File: src/rtl/turbo_encoder_stream.sv
// Flow-controlled LTE turbo encoder: two RSC constituent encoders, registered output stage.
// Trellis termination (4 tail beats per block) is built only when TURBO_ENC_TAIL_EN is defined.
module turbo_encoder_stream #(
    parameter int MAX_LEN = 6144,
    parameter int MIN_LEN = 40,
    parameter int LEN_W   = 13
) (
    input  logic             clk,
    input  logic             rst,
    input  logic             start,
    input  logic [LEN_W-1:0] length,
    input  logic             in_valid,
    output logic             in_ready,
    input  logic             ck,
    input  logic             ckp,
    output logic             out_valid,
    input  logic             out_ready,
    output logic             xk,
    output logic             zk,
    output logic             zkp,
    output logic             out_tail,
    output logic             out_last,
    output logic             busy,
    output logic             len_err
);

    localparam logic [1:0] ST_IDLE = 2'd0;
    localparam logic [1:0] ST_ENC  = 2'd1;
`ifdef TURBO_ENC_TAIL_EN
    localparam logic [1:0] ST_TAIL = 2'd2;
`endif
    localparam logic [LEN_W-1:0] MIN_K = LEN_W'(MIN_LEN);
    localparam logic [LEN_W-1:0] MAX_K = LEN_W'(MAX_LEN);

    logic [1:0]       r_state;
    logic [LEN_W-1:0] r_len;
    logic [LEN_W-1:0] r_cnt;
    logic [2:0]       r_e1;       // {s1, s2, s3}, s1 newest
    logic [2:0]       r_e2;
    logic             r_out_valid;
    logic             r_xk;
    logic             r_zk;
    logic             r_zkp;
    logic             r_last;
    logic             r_len_err;

    logic       w_f1, w_f2, w_z1, w_z2;
    logic [2:0] w_e1_next, w_e2_next;
    logic       w_slot_free, w_accept, w_fire, w_last_bit, w_len_ok;

    assign w_f1      = ck ^ r_e1[1] ^ r_e1[0];
    assign w_z1      = w_f1 ^ r_e1[2] ^ r_e1[0];
    assign w_e1_next = {w_f1, r_e1[2], r_e1[1]};
    assign w_f2      = ckp ^ r_e2[1] ^ r_e2[0];
    assign w_z2      = w_f2 ^ r_e2[2] ^ r_e2[0];
    assign w_e2_next = {w_f2, r_e2[2], r_e2[1]};

    assign w_slot_free = !r_out_valid | out_ready;
    assign w_accept    = r_out_valid & out_ready;
    assign w_last_bit  = (r_cnt == r_len - LEN_W'(1));
    assign w_len_ok    = (length >= MIN_K) && (length <= MAX_K);
    // The count guard stops input after K bits while the final data beat drains.
    assign in_ready    = (r_state == ST_ENC) && w_slot_free && (r_cnt != r_len);
    assign w_fire      = in_valid & in_ready;

`ifdef TURBO_ENC_TAIL_EN
    logic [11:0] r_tail_bits;     // beat k occupies bits [3k+2:3k] as {zkp, zk, xk}
    logic [1:0]  r_tbeat;
    logic        r_tail;
    logic [2:0]  w_tail_beat;

    // Termination of state (a,b,c): bits [5:0] = z2, x2, z1, x1, z0, x0.
    function automatic logic [5:0] term_bits(input logic [2:0] s);
        return {s[2], s[2], s[1], s[2] ^ s[1], s[2] ^ s[0], s[1] ^ s[0]};
    endfunction

    always_comb begin
        w_tail_beat = r_tail_bits[2:0];
        case (r_tbeat)
            2'd0: w_tail_beat = r_tail_bits[2:0];
            2'd1: w_tail_beat = r_tail_bits[5:3];
            2'd2: w_tail_beat = r_tail_bits[8:6];
            2'd3: w_tail_beat = r_tail_bits[11:9];
            default: w_tail_beat = r_tail_bits[2:0];
        endcase
    end

    assign out_tail = r_tail;
`else
    assign out_tail = 1'b0;
`endif

    always_ff @(posedge clk or posedge rst) begin
        if (rst) begin
            r_state     <= ST_IDLE;
            r_len       <= '0;
            r_cnt       <= '0;
            r_e1        <= '0;
            r_e2        <= '0;
            r_out_valid <= 1'b0;
            r_xk        <= 1'b0;
            r_zk        <= 1'b0;
            r_zkp       <= 1'b0;
            r_last      <= 1'b0;
            r_len_err   <= 1'b0;
`ifdef TURBO_ENC_TAIL_EN
            r_tail_bits <= '0;
            r_tbeat     <= '0;
            r_tail      <= 1'b0;
`endif
        end else begin
            r_len_err <= 1'b0;
            case (r_state)
                ST_IDLE: begin
                    if (start) begin
                        if (w_len_ok) begin
                            r_len   <= length;
                            r_cnt   <= '0;
                            r_e1    <= '0;
                            r_e2    <= '0;
                            r_state <= ST_ENC;
                        end else begin
                            r_len_err <= 1'b1;
                        end
                    end
                end
                ST_ENC: begin
                    if (w_fire) begin
                        r_out_valid <= 1'b1;
                        r_xk        <= ck;
                        r_zk        <= w_z1;
                        r_zkp       <= w_z2;
                        r_e1        <= w_e1_next;
                        r_e2        <= w_e2_next;
                        r_cnt       <= r_cnt + LEN_W'(1);
`ifdef TURBO_ENC_TAIL_EN
                        r_last      <= 1'b0;
                        r_tail      <= 1'b0;
                        if (w_last_bit) begin
                            r_tail_bits <= {term_bits(w_e2_next), term_bits(w_e1_next)};
                            r_tbeat     <= '0;
                            r_state     <= ST_TAIL;
                        end
`else
                        r_last      <= w_last_bit;
`endif
                    end else if (w_accept) begin
                        r_out_valid <= 1'b0;
                        r_last      <= 1'b0;
                        if (r_last) begin
                            r_state <= ST_IDLE;
                        end
                    end
                end
`ifdef TURBO_ENC_TAIL_EN
                ST_TAIL: begin
                    if (w_slot_free) begin
                        if (r_out_valid && r_last) begin
                            r_out_valid <= 1'b0;
                            r_last      <= 1'b0;
                            r_tail      <= 1'b0;
                            r_state     <= ST_IDLE;
                        end else begin
                            r_out_valid <= 1'b1;
                            r_xk        <= w_tail_beat[0];
                            r_zk        <= w_tail_beat[1];
                            r_zkp       <= w_tail_beat[2];
                            r_tail      <= 1'b1;
                            r_last      <= (r_tbeat == 2'd3);
                            r_tbeat     <= r_tbeat + 2'd1;
                        end
                    end
                end
`endif
                default: r_state <= ST_IDLE;
            endcase
        end
    end

    assign out_valid = r_out_valid;
    assign xk        = r_xk;
    assign zk        = r_zk;
    assign zkp       = r_zkp;
    assign out_last  = r_last;
    assign busy      = (r_state != ST_IDLE);
    assign len_err   = r_len_err;

endmodule

File: config.mk
export PLATFORM = sky130hd
export DESIGN_NAME = turbo_encoder_stream
export DESIGN_NICKNAME = d
export VERILOG_FILES = /design/src/rtl/turbo_encoder_stream.sv
export SDC_FILE = /design/constraint.sdc
export NUM_CORES = 1
export LEC_CHECK = 0
export CORE_MARGIN = 2
export CORE_UTILIZATION = 42
export DETAILED_ROUTE_END_ITERATION = 12
export PLACE_DENSITY = 0.61
export RECOVER_POWER = 50
export SLEW_MARGIN = 10
export SYNTH_ARGS = -nofsm -noshare
export SYNTH_HDL_FRONTEND = slang
export SYNTH_SLANG_ARGS = --single-unit
File: constraint.sdc
create_clock -name clk -period 2.86 [get_ports clk]
set_input_delay 0.715 -clock clk [delete_from_list [all_inputs] [get_ports clk]]
set_output_delay 0.715 -clock clk [all_outputs]
set_load 0.01 [all_outputs]
==> results of run 1 <==
==> sequential cells by signal, summed over array words and instances, names as in the netlist <==
signal,flops
out_last,1
zk,1
xk,1
r_e1,3
r_len,13
r_state,1
r_cnt,13
out_valid,1
len_err,1
zkp,1
r_e2,3
==> power breakdown <==
group | switching [mW] | internal [mW] | total [mW]
Combinational | 0.466 | 0.434 | 0.901
Clock | 0.184 | 0.171 | 0.355
Sequential | 0.230 | 0.727 | 0.957
==> worst reg2reg max path: stages (launching register included) <==
cell,delay (ns)
dfrtp_1,0.51
xor2_1,0.21
or4_4,0.58
o41ai_4,0.59
nor2_2,0.23
a21oi_1,0.18
o21ai_0,0.14
==> routing by layer <==
layer | wire length [µm] | GRT usage [%] | part of all wire [%]
met2 | 2349 | 29.91 | 44
met1 | 2722 | 29.63 | 51
met4 | 76 | 6.667 | 1.4
met3 | 237 | 3.977 | 4.4
met5 | 0 | 0 | 0
==> cell usage after synthesis (3+ instances only) <==
| master | count | area share [%] |
|---|---|---|
| a21oi_1 | 4 | 0.85 |
| clkbuf_1 | 7 | 1.1 |
| nand3_1 | 10 | 2.1 |
| nor3_1 | 7 | 1.5 |
| or4_1 | 3 | 0.96 |
| nor4_1 | 8 | 2.1 |
| a22o_1 | 6 | 2.2 |
| o21ai_0 | 10 | 2.1 |
| o31ai_1 | 3 | 0.96 |
| dfrtp_1 | 39 | 42 |
| nand2_1 | 59 | 9.4 |
| inv_1 | 6 | 0.96 |
| o21ai_1 | 4 | 0.85 |
| xnor2_1 | 15 | 5.6 |
| buf_6 | 3 | 1.4 |
| or3_1 | 4 | 1.1 |
| nand4_1 | 4 | 1.1 |
| xor2_1 | 17 | 6.3 |
| nor2_1 | 20 | 3.2 |
| and2_1 | 4 | 1.1 |
==> cell usage in the layout (no fill, tap or decap), drive strengths merged, types with 4 or more instances in the layout <==
cell type and count:
or4 4, nand3 10, a22o 6, nand4 4, xor2 17, clkdlybuf4s50 21, buf 9, nor4 8
nand2 60, dlygate4sd3 5, and2 4, inv 6, xnor2 15, a21oi 5, nor3 7, or3 4
nor2 21, clkbuf 8, dfrtp 39, o21ai 14
==> area by class of cell <==
cell class | count | area, µm² | area share, %
clock buffers | 7 | 76.32 | 2.732
repair buffers | 37 | 345.3 | 12.36
multi-input cells | 210 | 1277 | 45.72
well taps | 72 | 90.09 | 3.224
flip-flops and latches | 39 | 977.2 | 34.98
clock inverters | 1 | 5.005 | 0.1791
inverters | 6 | 22.52 | 0.8061
==> repair_timing <==
| action | in CTS | in global routing |
|---|---|---|
| pin swaps | 0 | 1 |
| gates cloned | 0 | 0 |
| buffers inserted | 0 | 1 |
| endpoints found under the setup margin | 1 | 1 |
| resized for setup | 1 | 3 |
==> cells by family after synthesis <==
group,Yosys count
XOR/XNOR,32
buffers and inverters,21
AO/OA/AOI/OAI,41
AND/OR/NAND/NOR,134
other,1
flip-flops,39
adder cells (fa/ha/maj),2
==> final timing paths <==
check | startpoint | endpoint | slack (ns)
hold / removal | xk | xk | 0.48
max in group asynchronous | rst | r_cnt[4] | 1.05
setup reg to reg | r_cnt[10] | r_cnt[6] | 0.28
min in group asynchronous | rst | len_err | 1.15
setup / recovery | r_cnt[10] | r_cnt[6] | 0.28
hold reg to reg | xk | xk | 0.48
==> results.tsv, run 1 <==
stage	metric	value	unit
place	Buffers on Ports	27	
route	violation count after the first detailed-routing iteration	90	
place	# placed instances	363	
grt	antenna violations before repair	0	
worst_setup_path	family with the most delay on the worst path	compound AO/OA/AOI/OAI gates	
finish	ANT cells	0	
timing	Max Transition Viols Final	0	
worst_setup_path	slowest stage delay, CP	0.58	ns
cts	Clock Path Buffers	2	
floorplan	DIE AREA	0.006202	mm²
timing	Min Clock Period, post-route	2.577	ns
synth	Synth Flop Type	dfrtp_1	
cts	CTS Buf Count	5	
grt	total grt overflow	0	
timing	fin crit share	90.10	%
worst_setup_path	Cell Chain, Critical Path	xor2_1, or4_4, o41ai_4, nor2_2, a21oi_1, o21ai_0	
worst_setup_path	Worst Setup End Kind	flop	
synth	Async S/R FF share, synth	100.0	%
timing	RSZ-0062 raised after global routing	false	
cts	Reg clk slew, reported paths	0.07	ns
route	vias	1959	
synth	mean post-synth cell area	8.694	µm²
worst_setup_path	CP Launch Type	flop	
power_and_ir_drop	P per Cell Area	792.0	mW/mm²
finish	fin cells	372	
route	Routed Wire Length	5386	µm
synth	Adder-Cell Fraction of Synth Area	1.066	%
power_and_ir_drop	Peak supply drop	0.0004669	V
finish	P&R area growth vs syn	19.03	%
grt	gr usage total	20.20	%
cts	H-Tree Depth	2	
timing	slew of the pin with the lowest slew margin	0.9563	ns
synth	Yosys cell types	50	
timing	Worst Slack Setup Final	0.2833	ns
synth	Simple-Gate Fraction of Synth Area	27.45	%
timing	Fin Setup TNS	0	ns
synth	synth warn	0	
grt	largest net degree at the start of global routing	40	
synth	Yosys reg bits	39	
timing	Max-slew headroom	36.24	%
synth	Post-Syn Area	0.002347	mm²
place	routability congestion estimate	0.8732	
route	Residual DRC	0	
timing	Fin Hold WS	0.4777	ns
cts	cts hold-fix bufs	0	
worst_setup_path	stages on the worst setup path	6	
worst_setup_path	Critical Path RT	3.01	ns
finish	NumNets Final	321	
synth	post-synthesis xor/xnor area fraction	11.94	%
floorplan	Initial Util	43.16	%
place	post-DP HPWL	4011	µm
floorplan	die width	78.76	µm
synth	largest family of logic cells by synthesized area	simple AND/OR/NAND/NOR gates	
timing	clk_skew	0.005768	ns
finish	fill count	530	
cts	# clock sinks	39	
finish	layout cells sized above 1	9.333	%
synth	Post-Syn Instances	270	
floorplan	CORE AREA	0.005439	mm²
outcome	status	finished, final reports clean	
timing	Final Hold Viols	0	
worst_setup_path	slowest stage cell, crit path	or4_4	
grt	first-pass GRT wire length	9735	µm
synth	sequential area share after synthesis	41.58	%
timing	f_max	388.1	MHz
synth	Syn Nets	292	
floorplan	Die Height	78.76	µm
grt	number of global-route vias before repair	1955	
synth	Compound-Gate Fraction of Synth Area	13.01	%
timing	Final Setup Violations	0	
worst_setup_path	Arrival @ worst endpoint	2.73	ns
worst_hold_path	Worst Hold Path Cells	2	
finish	Final Util	51.37	%
job	Max-Cap Viols	0	
synth	mux contribution to synthesized area	0	%
worst_setup_path	Crit Path Max Fanout	11	
cts	clock root buffer	clkbuf_8	
route	drt pass-1 iters	4	
route	WL per Instance	14.48	µm
floorplan	# rows	27	
power_and_ir_drop	Lkg Pwr	1.202	nW
cts	Skew-Pair Late Insertion Delay	0.29	ns
floorplan	IO Pins	29	
finish	fin area	0.002794	mm²
worst_setup_path	R2R cell count	6	
worst_setup_path	critical setup path kind	flop to flop	
worst_setup_path	CP Buf/Inv Count	0	
place	worst slack, placed	0.1320	ns
cts	CTS tree	yes	
route	vias per inst	5.266	
power_and_ir_drop	overall power	2.213	mW
route	Post-DRT Antenna Nets	0	
place	area of placed instances	0.002691	mm²
synth	Post-synth EDFFs	0	
worst_hold_path	Hold WC Path Type	flop to flop	
(Power assumes the default switching activity.)
==> inputs of run 2 (changes only) <==
--- a/config.mk
+++ b/config.mk
@@ -10,6 +10,7 @@
 export DETAILED_ROUTE_END_ITERATION = 12
 export PLACE_DENSITY = 0.61
 export RECOVER_POWER = 50
+export SKIP_CTS_REPAIR_TIMING = 1
 export SLEW_MARGIN = 10
 export SYNTH_ARGS = -nofsm -noshare
 export SYNTH_HDL_FRONTEND = slang
==> run 2 against run 1 <==
Net effect: critical path depth stayed put; flip-flop and latch count stayed put; die area stayed put; cell area is 0.22% lower; final cell count stayed put; largest power group unchanged; register-to-register slack hardly changed; core utilization is 0.12 points lower.
==> results.tsv, run 2 (synthesized netlist as in run 1, its figures left out) <==
stage	metric	value	unit
floorplan	Initial Util	43.16	%
timing	slew of the pin with the lowest slew margin	0.9656	ns
timing	Fin Hold WS	0.4775	ns
cts	Reg clk slew, reported paths	0.07	ns
finish	Final Util	51.25	%
timing	Max Transition Viols Final	0	
power_and_ir_drop	overall power	2.206	mW
power_and_ir_drop	P per Cell Area	791.4	mW/mm²
place	area of placed instances	0.002691	mm²
worst_setup_path	Worst Setup End Kind	flop	
route	drt pass-1 iters	4	
grt	number of global-route vias before repair	1960	
cts	H-Tree Depth	2	
finish	NumNets Final	321	
floorplan	# rows	27	
finish	ANT cells	0	
finish	most frequent cells in the layout	nand2_1, dfrtp_1, clkdlybuf4s50_1, nor2_1, xor2_1	
route	Residual DRC	0	
grt	antenna violations before repair	0	
worst_setup_path	critical setup path kind	flop to flop	
timing	Final Setup Violations	0	
finish	P&R area growth vs syn	18.76	%
power_and_ir_drop	Lkg Pwr	1.200	nW
place	worst slack, placed	0.1320	ns
power_and_ir_drop	Peak supply drop	0.0004656	V
grt	gr usage total	20.12	%
route	Routed Wire Length	5408	µm
cts	clock root buffer	clkbuf_8	
place	routability congestion estimate	0.8732	
route	vias per inst	5.290	
outcome	status	finished, final reports clean	
place	post-DP HPWL	4011	µm
cts	Clock Path Buffers	2	
floorplan	DIE AREA	0.006202	mm²
finish	fin cells	372	
floorplan	CORE AREA	0.005439	mm²
route	violation count after the first detailed-routing iteration	98	
worst_setup_path	Critical Path RT	3.01	ns
worst_setup_path	CP Launch Type	flop	
worst_setup_path	R2R cell count	6	
timing	clk_skew	0.005584	ns
finish	commonest non-fill, non-tap cell in the layout	nand2_1	
floorplan	Die Height	78.76	µm
finish	Sequential Area	978.4	µm²
timing	Worst Slack Setup Final	0.2815	ns
timing	Max-slew headroom	35.63	%
finish	multi-input logic area	0.001270	mm²
grt	total grt overflow	0	
floorplan	die width	78.76	µm
floorplan	IO Pins	29	
grt	largest net degree at the start of global routing	40	
place	Buffers on Ports	27	
timing	RSZ-0062 raised after global routing	false	
place	# placed instances	363	
worst_setup_path	Arrival @ worst endpoint	2.73	ns
worst_setup_path	Crit Path Max Fanout	11	
finish	Largest regs	r_cnt x13, r_len x13	
finish	fill count	528	
timing	Fin Setup TNS	0	ns
cts	CTS tree	yes	
job	Max-Cap Viols	0	
cts	Skew-Pair Late Insertion Delay	0.29	ns
timing	Final Hold Viols	0	
worst_hold_path	Hold WC Path Type	flop to flop	
route	WL per Instance	14.54	µm
timing	fin crit share	90.16	%
cts	CTS Buf Count	5	
finish	layout cells sized above 1	9.333	%
timing	f_max	387.8	MHz
finish	fin area	0.002788	mm²
route	Post-DRT Antenna Nets	0	
cts	# clock sinks	39	
timing	Min Clock Period, post-route	2.579	ns
worst_hold_path	Worst Hold Path Cells	2	
route	vias	1968	
grt	first-pass GRT wire length	9687	µm
[run 2: power by group]
part	total [mW]	switching [mW]	internal [mW]	leakage, nW
combinational	0.897	0.465	0.432	0.668
sequential	0.954	0.228	0.727	0.489
clock	0.354	0.183	0.171	0.0422
total	2.21	0.876	1.33	1.20
[run 2: final timing paths]
| check | start | to | slack [ns] |
|---|---|---|---|
| max in group asynchronous | rst | r_cnt[4] | 1.04 |
| max reg2reg | r_cnt[10] | r_cnt[6] | 0.28 |
| max | r_cnt[10] | r_cnt[6] | 0.28 |
| min in group asynchronous | rst | len_err | 1.15 |
| min | xk | xk | 0.48 |
| min reg2reg | xk | xk | 0.48 |
[run 2: cell type report]
class / count / area share [%]
inverter: 6 / 0.8079
clock inverter: 1 / 0.1795
sequential: 39 / 35.10
timing repair buffer: 37 / 12.39
tap: 72 / 3.232
clock buffer: 7 / 2.738
multi-input combinational: 210 / 45.56
[run 2: critical path: stages (launching register included)]
cell and delay (ns):
dfrtp_1 0.51, xor2_1 0.21, or4_4 0.58, o41ai_4 0.59
nor2_2 0.23, a21oi_1 0.18, o21ai_0 0.14
[run 2: layer usage]
layer	vias up	track usage, %	wire length, µm
li1	997	-	-
met1	919	29.12	2694
met2	45	30.26	2373
met3	7	3.977	262
met4	0	6.667	76
met5	-	0	0
==> inputs of run 3 (changes only) <==
--- a/config.mk
+++ b/config.mk
@@ -10,7 +10,6 @@
 export DETAILED_ROUTE_END_ITERATION = 12
 export PLACE_DENSITY = 0.61
 export RECOVER_POWER = 50
-export SKIP_CTS_REPAIR_TIMING = 1
 export SLEW_MARGIN = 10
 export SYNTH_ARGS = -nofsm -noshare
 export SYNTH_HDL_FRONTEND = slang
==> results of run 3 <==
The final DEF is identical to that of run 1; final timing and power are the same.
